==> src/rtl/image_streamer_pkg.sv <==
// Shared types for the image streamer.
// Contents:
//   rd_state_e - read-side FSM states (ST_IDLE, ST_STREAM, ST_GAP)
//   word_w()   - RAM word width, i.e. all lanes of one beat side by side
package image_stream_pkg;

  typedef enum logic [1:0] {
    ST_IDLE   = 2'd0,
    ST_STREAM = 2'd1,
    ST_GAP    = 2'd2
  } rd_state_e;

  function automatic int word_w(input int no_ch, input int throughput);
    return no_ch * throughput;
  endfunction

endpackage

==> src/rtl/image_streamer_if.sv <==
// Beat-level signals of the image streamer: the upstream vld/rdy side and
// the downstream vld-only side that feeds the windower.
//   master : the environment (upstream source + windower)
//   slave  : the image_streamer itself
// Data beats are THROUGHPUT lanes of NO_CH bits, and lane k is data[k].
// last_out exists only when IMAGE_STREAMER_LAST_EN is defined.
interface image_streamer_if #(
  parameter int NO_CH      = 2,
  parameter int THROUGHPUT = 1
);
  logic                             vld_in;
  logic                             rdy_in;
  logic [THROUGHPUT-1:0][NO_CH-1:0] data_in;
  logic                             vld_out;
  logic [THROUGHPUT-1:0][NO_CH-1:0] data_out;
`ifdef IMAGE_STREAMER_LAST_EN
  logic                             last_out;

  modport master (output vld_in, data_in, input rdy_in, vld_out, data_out, last_out);
  modport slave  (input vld_in, data_in, output rdy_in, vld_out, data_out, last_out);
`else
  modport master (output vld_in, data_in, input rdy_in, vld_out, data_out);
  modport slave  (input vld_in, data_in, output rdy_in, vld_out, data_out);
`endif
endinterface

==> src/rtl/image_streamer_bank_ram.sv <==
// img_bank_ram: simple dual-port RAM that holds both image banks.
// The address is {bank, addr}. The read port is registered. rdata clears on
// rst, so the streamer's data output reads as zero after a reset.
//   clk, rst            clock, synchronous active-high reset (read register only)
//   we, waddr, wdata    write port
//   re, raddr, rdata    registered read port; rdata holds its value when re is low
module img_bank_ram #(
  parameter int AW = 5,
  parameter int W  = 2
) (
  input  logic          clk,
  input  logic          rst,
  input  logic          we,
  input  logic [AW-1:0] waddr,
  input  logic [W-1:0]  wdata,
  input  logic          re,
  input  logic [AW-1:0] raddr,
  output logic [W-1:0]  rdata
);
  logic [W-1:0] mem [2**AW];

  always_ff @(posedge clk)
    if (we) mem[waddr] <= wdata;

  always_ff @(posedge clk)
    if (rst)     rdata <= '0;
    else if (re) rdata <= mem[raddr];

endmodule

==> src/rtl/image_streamer.sv <==
// image_streamer: double-buffered image source placed in front of the windower.
// It takes bursty, back-pressured beats from upstream and fills one bank at a
// time. A bank is released only when it is full, so every image leaves as
// 2^LOG2_IMG_SIZE contiguous vld_out beats. Consecutive images are separated
// by GAP_CYCLES idle cycles.
//   clk, rst : clock, synchronous active-high reset
//   s        : image_streamer_if.slave (vld_in/rdy_in/data_in in,
//              vld_out/data_out[/last_out] out)
// Optional: when IMAGE_STREAMER_LAST_EN is defined, last_out marks the final
// beat of each image.
module image_streamer
  import image_stream_pkg::*;
#(
  parameter int NO_CH         = 2,
  parameter int LOG2_IMG_SIZE = 10,
  parameter int THROUGHPUT    = 1,
  parameter int GAP_CYCLES    = 2
) (
  input  logic           clk,
  input  logic           rst,
  image_streamer_if.slave s
);
  localparam int            W         = word_w(NO_CH, THROUGHPUT);
  localparam int            AW        = LOG2_IMG_SIZE;
  localparam int            GW        = (GAP_CYCLES > 1) ? $clog2(GAP_CYCLES) : 1;
  localparam logic [AW-1:0] ADDR_LAST = '1;

  logic          wr_bank, rd_bank;
  logic [AW-1:0] wr_addr, rd_addr;
  logic [1:0]    full;
  rd_state_e     state;
  logic [GW-1:0] gap_cnt;
  logic          xfer, issue, issue_last, vld_q;
  logic [W-1:0]  rdata;

  assign s.rdy_in   = !full[wr_bank] && !rst;
  assign xfer       = s.vld_in && s.rdy_in;
  assign issue      = (state == ST_STREAM);
  assign issue_last = issue && (rd_addr == ADDR_LAST);

  // Write side: the bank flips when the address wraps.
  always_ff @(posedge clk)
    if (rst) begin
      wr_bank <= 1'b0;
      wr_addr <= '0;
    end else if (xfer) begin
      wr_addr <= wr_addr + AW'(1);
      if (wr_addr == ADDR_LAST) wr_bank <= ~wr_bank;
    end

  // A set and a clear in the same cycle always hit different banks, so both
  // take effect.
  always_ff @(posedge clk)
    if (rst) full <= '0;
    else begin
      if (xfer && wr_addr == ADDR_LAST) full[wr_bank] <= 1'b1;
      if (issue_last)                   full[rd_bank] <= 1'b0;
    end

  // Read FSM. rd_addr wraps to 0 by itself on the last issue.
  // GAP goes straight to STREAM when the next bank is already full. This way
  // vld_out is low for exactly GAP_CYCLES cycles. Going through IDLE would
  // add one more cycle.
  always_ff @(posedge clk)
    if (rst) begin
      state   <= ST_IDLE;
      rd_bank <= 1'b0;
      rd_addr <= '0;
      gap_cnt <= '0;
    end else begin
      case (state)
        ST_IDLE:
          if (full[rd_bank]) begin
            state   <= ST_STREAM;
            rd_addr <= '0;
          end
        ST_STREAM: begin
          rd_addr <= rd_addr + AW'(1);
          if (rd_addr == ADDR_LAST) begin
            rd_bank <= ~rd_bank;
            gap_cnt <= '0;
            if (GAP_CYCLES > 0)       state <= ST_GAP;
            else if (!full[~rd_bank]) state <= ST_IDLE;
          end
        end
        ST_GAP: begin
          gap_cnt <= gap_cnt + GW'(1);
          if (gap_cnt == GW'(GAP_CYCLES - 1))
            state <= full[rd_bank] ? ST_STREAM : ST_IDLE;
        end
        default: state <= ST_IDLE;
      endcase
    end

  img_bank_ram #(.AW(AW + 1), .W(W)) u_ram (
    .clk   (clk),
    .rst   (rst),
    .we    (xfer),
    .waddr ({wr_bank, wr_addr}),
    .wdata (s.data_in),
    .re    (issue),
    .raddr ({rd_bank, rd_addr}),
    .rdata (rdata)
  );

  // Output flags line up with the registered RAM read.
  always_ff @(posedge clk)
    if (rst) vld_q <= 1'b0;
    else     vld_q <= issue;

  assign s.vld_out  = vld_q;
  assign s.data_out = rdata;

`ifdef IMAGE_STREAMER_LAST_EN
  logic last_q;
  always_ff @(posedge clk)
    if (rst) last_q <= 1'b0;
    else     last_q <= issue_last;
  assign s.last_out = last_q;
`endif

endmodule

==> src/flat_wrapper.sv <==
// flat-port wrapper written by rule: the top's interface ports become plain ports
module image_streamer_flat import image_stream_pkg::*;
#(
  parameter int NO_CH         = 2,
  parameter int LOG2_IMG_SIZE = 10,
  parameter int THROUGHPUT    = 1,
  parameter int GAP_CYCLES    = 2
)
  (clk, rst, s_vld_in, s_data_in, s_rdy_in, s_vld_out, s_data_out);
  image_streamer_if #(.NO_CH(NO_CH), .THROUGHPUT(THROUGHPUT)) s_i ();
  input  logic clk;
  input  logic rst;
  input wire logic [$bits(s_i.vld_in)-1:0] s_vld_in;
  input wire logic [$bits(s_i.data_in)-1:0] s_data_in;
  output wire logic [$bits(s_i.rdy_in)-1:0] s_rdy_in;
  output wire logic [$bits(s_i.vld_out)-1:0] s_vld_out;
  output wire logic [$bits(s_i.data_out)-1:0] s_data_out;
  assign s_i.vld_in = s_vld_in;
  assign s_i.data_in = s_data_in;
  assign s_rdy_in = s_i.rdy_in;
  assign s_vld_out = s_i.vld_out;
  assign s_data_out = s_i.data_out;
  image_streamer #(.NO_CH(NO_CH), .LOG2_IMG_SIZE(LOG2_IMG_SIZE), .THROUGHPUT(THROUGHPUT), .GAP_CYCLES(GAP_CYCLES)) u_core (.clk(clk), .rst(rst), .s(s_i));
endmodule
==> config.mk <==
export PLATFORM = sky130hd
export DESIGN_NAME = image_streamer_flat
export DESIGN_NICKNAME = d
export VERILOG_FILES = /design/src/rtl/image_streamer_pkg.sv /design/src/rtl/image_streamer_if.sv /design/src/rtl/image_streamer_bank_ram.sv /design/src/rtl/image_streamer.sv /design/src/flat_wrapper.sv
export SDC_FILE = /design/constraint.sdc
export NUM_CORES = 2
export LEC_CHECK = 0
export CORE_MARGIN = 3
export CORE_UTILIZATION = 35
export CTS_BUF_LIST = sky130_fd_sc_hd__clkbuf_8
export CTS_CLUSTER_DIAMETER = 40
export CTS_CLUSTER_SIZE = 30
export DETAILED_ROUTE_END_ITERATION = 6
export GPL_ROUTABILITY_DRIVEN = 0
export PLACE_DENSITY = 0.49
export SKIP_LAST_GASP = 1
export SLEW_MARGIN = 20
export SYNTH_ARGS = -nofsm -noshare
export SYNTH_HDL_FRONTEND = slang
export SYNTH_SLANG_ARGS = --single-unit
==> constraint.sdc <==
create_clock -name clk -period 3.56 [get_ports clk]
set_input_delay 0.534 -clock clk [delete_from_list [all_inputs] [get_ports clk]]
set_output_delay 0.534 -clock clk [all_outputs]
set_load 0.01 [all_outputs]
==> results.sh <==
export IMPL_core_area_um2=479000
export IMPL_first_pass_iters=6
export IMPL_ys_flop_type="edfxtp_1"
export IMPL_final_hold_viol_count=0
export IMPL_overflow=0
export IMPL_total_power_uw=96300
export IMPL_worst_r2r_startpoint="u_core.rd_addr[1]"
export IMPL_synth_top_cell_by_area="edfxtp_1"
export IMPL_cts_htree_levels=6
export IMPL_crit_type="flip-flop to flip-flop"
export IMPL_critical_path_required_ns=4.70
export IMPL_startpoint="u_core.rd_addr[1]"
export IMPL_area_growth_pct=16.6
export IMPL_initial_core_util_pct=35.2
export IMPL_clk_pin_slew_ns=0.08
export IMPL_power_density_nw_per_um2=490
export IMPL_maxSlewHeadroom_pct=22.9
export IMPL_hp_class="primary input to flip-flop"
export IMPL_dieArea_um2=490000
export IMPL_min_period_over_period_pct=104
export IMPL_startpoint_type="flip-flop"
export IMPL_antenna_found_initial=52
export IMPL_place_inst=16287
export IMPL_vias=97775
export IMPL_ys_async_sr_fraction_pct=0
export IMPL_ant_nets=0
export IMPL_rrSetupSlack_ns=-0.16
export IMPL_final_cell_mix="edfxtp_1 (4096), nor2_1 (2177), mux4_2 (884)"
export IMPL_fin_crit_ns=3.72
export IMPL_slowest_stage="nor3_1"
export IMPL_cts_tree="yes"
export IMPL_crit_fanout=18
export IMPL_drive_gt1_share_pct=26.8
export IMPL_drtIter0Drc=12109
export IMPL_first_global_vias=100100
export IMPL_synth_seq_cells=4126
export IMPL_crit_path_end="u_core.u_ram.rdata[1]"
export IMPL_drcViolationCount=0
export IMPL_avgRoutedWirePerCell_um=32.5
export IMPL_hold_ws_ns=0.355
export IMPL_grt_first_pass_wirelength_mm=785
export IMPL_violations="negative setup slack"
export IMPL_placed_area_um2=182000
export IMPL_grt_max_degree=205
export IMPL_tightest_slew_ns=1.15
export IMPL_crit_family="buffers and inverters"
export IMPL_synth_top_cells_by_area="edfxtp_1 (73%), mux4_2 (12%), nor2_1 (4.9%)"
export IMPL_fin_cells=17405
export IMPL_worstSetupEndpointType="flip-flop"
export IMPL_hp_start="s_data_in[1]"
export IMPL_final_area_um2=196000
export IMPL_grt_usage_pct=22.6
export IMPL_rows=254
export IMPL_syn_num_nets=9820
export IMPL_port_buffers=8
export IMPL_fin_ws_ns=-0.159
export IMPL_synth_cell_type_count=77
export IMPL_fillers=43113
export IMPL_ir_worst_vdd_uv=384
export IMPL_seqPwrFrac_pct=55.4
export IMPL_crit_chain="buf_12, buf_16, buf_12, buf_4, buf_4, mux4_2, mux4_2, o22ai_1, nor3_1, a21oi_1, o32a_1, o41ai_2"
export IMPL_clk_latency_ns=1.24
export IMPL_arrival_ns=4.86
export IMPL_worst_r2r_path_depth=12
export IMPL_path_depth=12
export IMPL_drv_cap=0
export IMPL_synth_yosys_seq_area_share_pct=73.3
export IMPL_cts_made_buffers=571
export IMPL_fmax_ghz=0.269
export IMPL_ios=9
export IMPL_max_stage_delay_ns=0.88
export IMPL_setup_violations=2
export IMPL_r2r_end="u_core.u_ram.rdata[1]"
export IMPL_synth_cells=9810
export IMPL_nNetsFinal=10524
export IMPL_synth_edff_count=4096
export IMPL_combPwrFrac_pct=1.1
export IMPL_power_switching_uw=21700
export IMPL_critPathBufInv=5
export IMPL_swShare_pct=22.5
export IMPL_syn_cell_area_um2=169000
export IMPL_die_x_um=700
export IMPL_cts_sinks=4126
export IMPL_cts_buffer_depth=4
export IMPL_cts_root_buf="clkbuf_8"
export IMPL_die_h_um=700
export IMPL_fin_util_pct=41.0
export IMPL_yosysWarnings=0
export IMPL_wl_mm=566
export IMPL_drv_slew=0
export IMPL_viasPerCell=5.62
export IMPL_grt_setup_unrepaired="yes"
export IMPL_status="complete, but fails checks"
export IMPL_dp_hpwl_mm=338
export IMPL_skew_ns=0.0620
export IMPL_internal_power_uw=74600
export IMPL_syn_avg_cell_area_um2=17.2
export IMPL_synth_top_cell_area_share_pct=73.0
export IMPL_p_leak_uw=0.0586
export IMPL_final_common_cell="edfxtp_1"
export IMPL_clockPowerShare_pct=43.5
-- state kept, by name, indices dropped and copies added, names as in the netlist --
name,count
u_core.u_ram.mem,4096
u_core.rd_addr,10
u_core.wr_addr,10
u_core.full,2
u_core.state,2
u_core.u_ram.rdata,2
u_core.gap_cnt,1
u_core.rd_bank,1
u_core.s.vld_out,1
u_core.wr_bank,1
-- synth_stat cells (6+ instances only) --
cell type and instances:
a2111oi_0 23, a211oi_1 30, a21oi_1 106, a221oi_1 10
a22oi_1 43, a311oi_1 22, a31oi_1 27, and2_1 20
and3_1 31, and3b_1 9, buf_1 40, buf_2 112
buf_4 56, buf_6 72, buf_8 10, clkbuf_1 525
dfxtp_1 30, edfxtp_1 4096, inv_1 9, mux2_2 19
mux2i_1 413, mux4_1 6, mux4_2 884, nand2_1 330
nand2b_1 14, nand3_1 59, nand4_1 16, nor2_1 2181
nor2b_1 27, nor3_1 92, nor3b_1 11, nor4_1 26
o211ai_1 19, o21ai_0 70, o221ai_1 131, o22ai_1 107
o311ai_0 10, o31ai_1 12, or2_2 6, or3_1 10
-- cells by family (layout without fill, tap and decap cells) --
family / Yosys count / after routing / share of synthesized area, %
other cells: 0 / 12 / 0
simple gates: 2854 / 2854 / 6.81
compound gates: 664 / 664 / 2.79
mux: 1322 / 1322 / 14.5
xor+xnor: 8 / 8 / 0.0416
buf+inv: 831 / 2014 / 2.49
fa+ha+maj: 5 / 5 / 0.0371
flops: 4126 / 4126 / 73.3
-- how the worst min path moves through the flow --
stage	to	slack, ns	depth (start not counted)
6_report	u_core.u_ram.mem[612][1]	0.35	2
5_1_grt	u_core.u_ram.mem[612][1]	0.24	2
4_1_cts	u_core.u_ram.mem[612][1]	0.22	2
3_5_place_dp	u_core.full[0]	0.50	2
3_3_place_gp	u_core.full[0]	0.50	2
2_1_floorplan	u_core.full[0]	0.48	2
-- timing repair --
action / CTS / global route
pin swaps: 20 / 10
buffers inserted: 33 / 9
hold buffers: 3 / 0
gates cloned: 7 / 2
endpoints found under the setup margin: 3 / 3
hold endpoints to repair: 886 / 0
gates resized for setup: 107 / 22
-- per-stage QoR --
stage / worst slack, ns / TNS (ns)
2_1_floorplan: 0.548 / 0
3_3_place_gp: -1.60 / -2.93
3_5_place_dp: -0.948 / -1.83
4_1_cts: -0.179 / -0.284
5_1_grt: -0.176 / -0.332
6_report: -0.159 / -0.260
-- cell type report --
cell class                      instances  area (um2)  area share, %
Antenna cell                           12        30.0         0.0153
Clock buffer                          587        8080           4.11
Clock inverter                        465        4960           2.52
Inverter                               12        67.6         0.0344
Multi-Input combinational cell       4853       41400           21.1
Sequential cell                      4126      124000           62.9
Tap cell                             6400        8010           4.08
Timing Repair Buffer                  950       10300           5.22
-- power by group through the flow --
| stage | clock, uW | sequential [uW] | combinational [uW] |
|---|---|---|---|
| floorplan | 0 | 54400 | 41.6 |
| global placement | 0 | 54400 | 983 |
| detailed placement | 0 | 54400 | 1030 |
| CTS | 42700 | 53300 | 1040 |
| global route | 44800 | 53300 | 1100 |
| finish | 41900 | 53300 | 1030 |
-- metal layers --
layer / wire (um) / part of all wire [%] / up-vias / global-route usage, %
met4: 18000 / 3.2 / 12 / 6.89
met3: 44900 / 7.9 / 887 / 3.71
met2: 272000 / 48 / 4672 / 37.1
met1: 230000 / 41 / 52240 / 30.9
li1: - / - / 39964 / -
met5: 78 / 0.014 / - / 0
(Power assumes the default switching activity.)
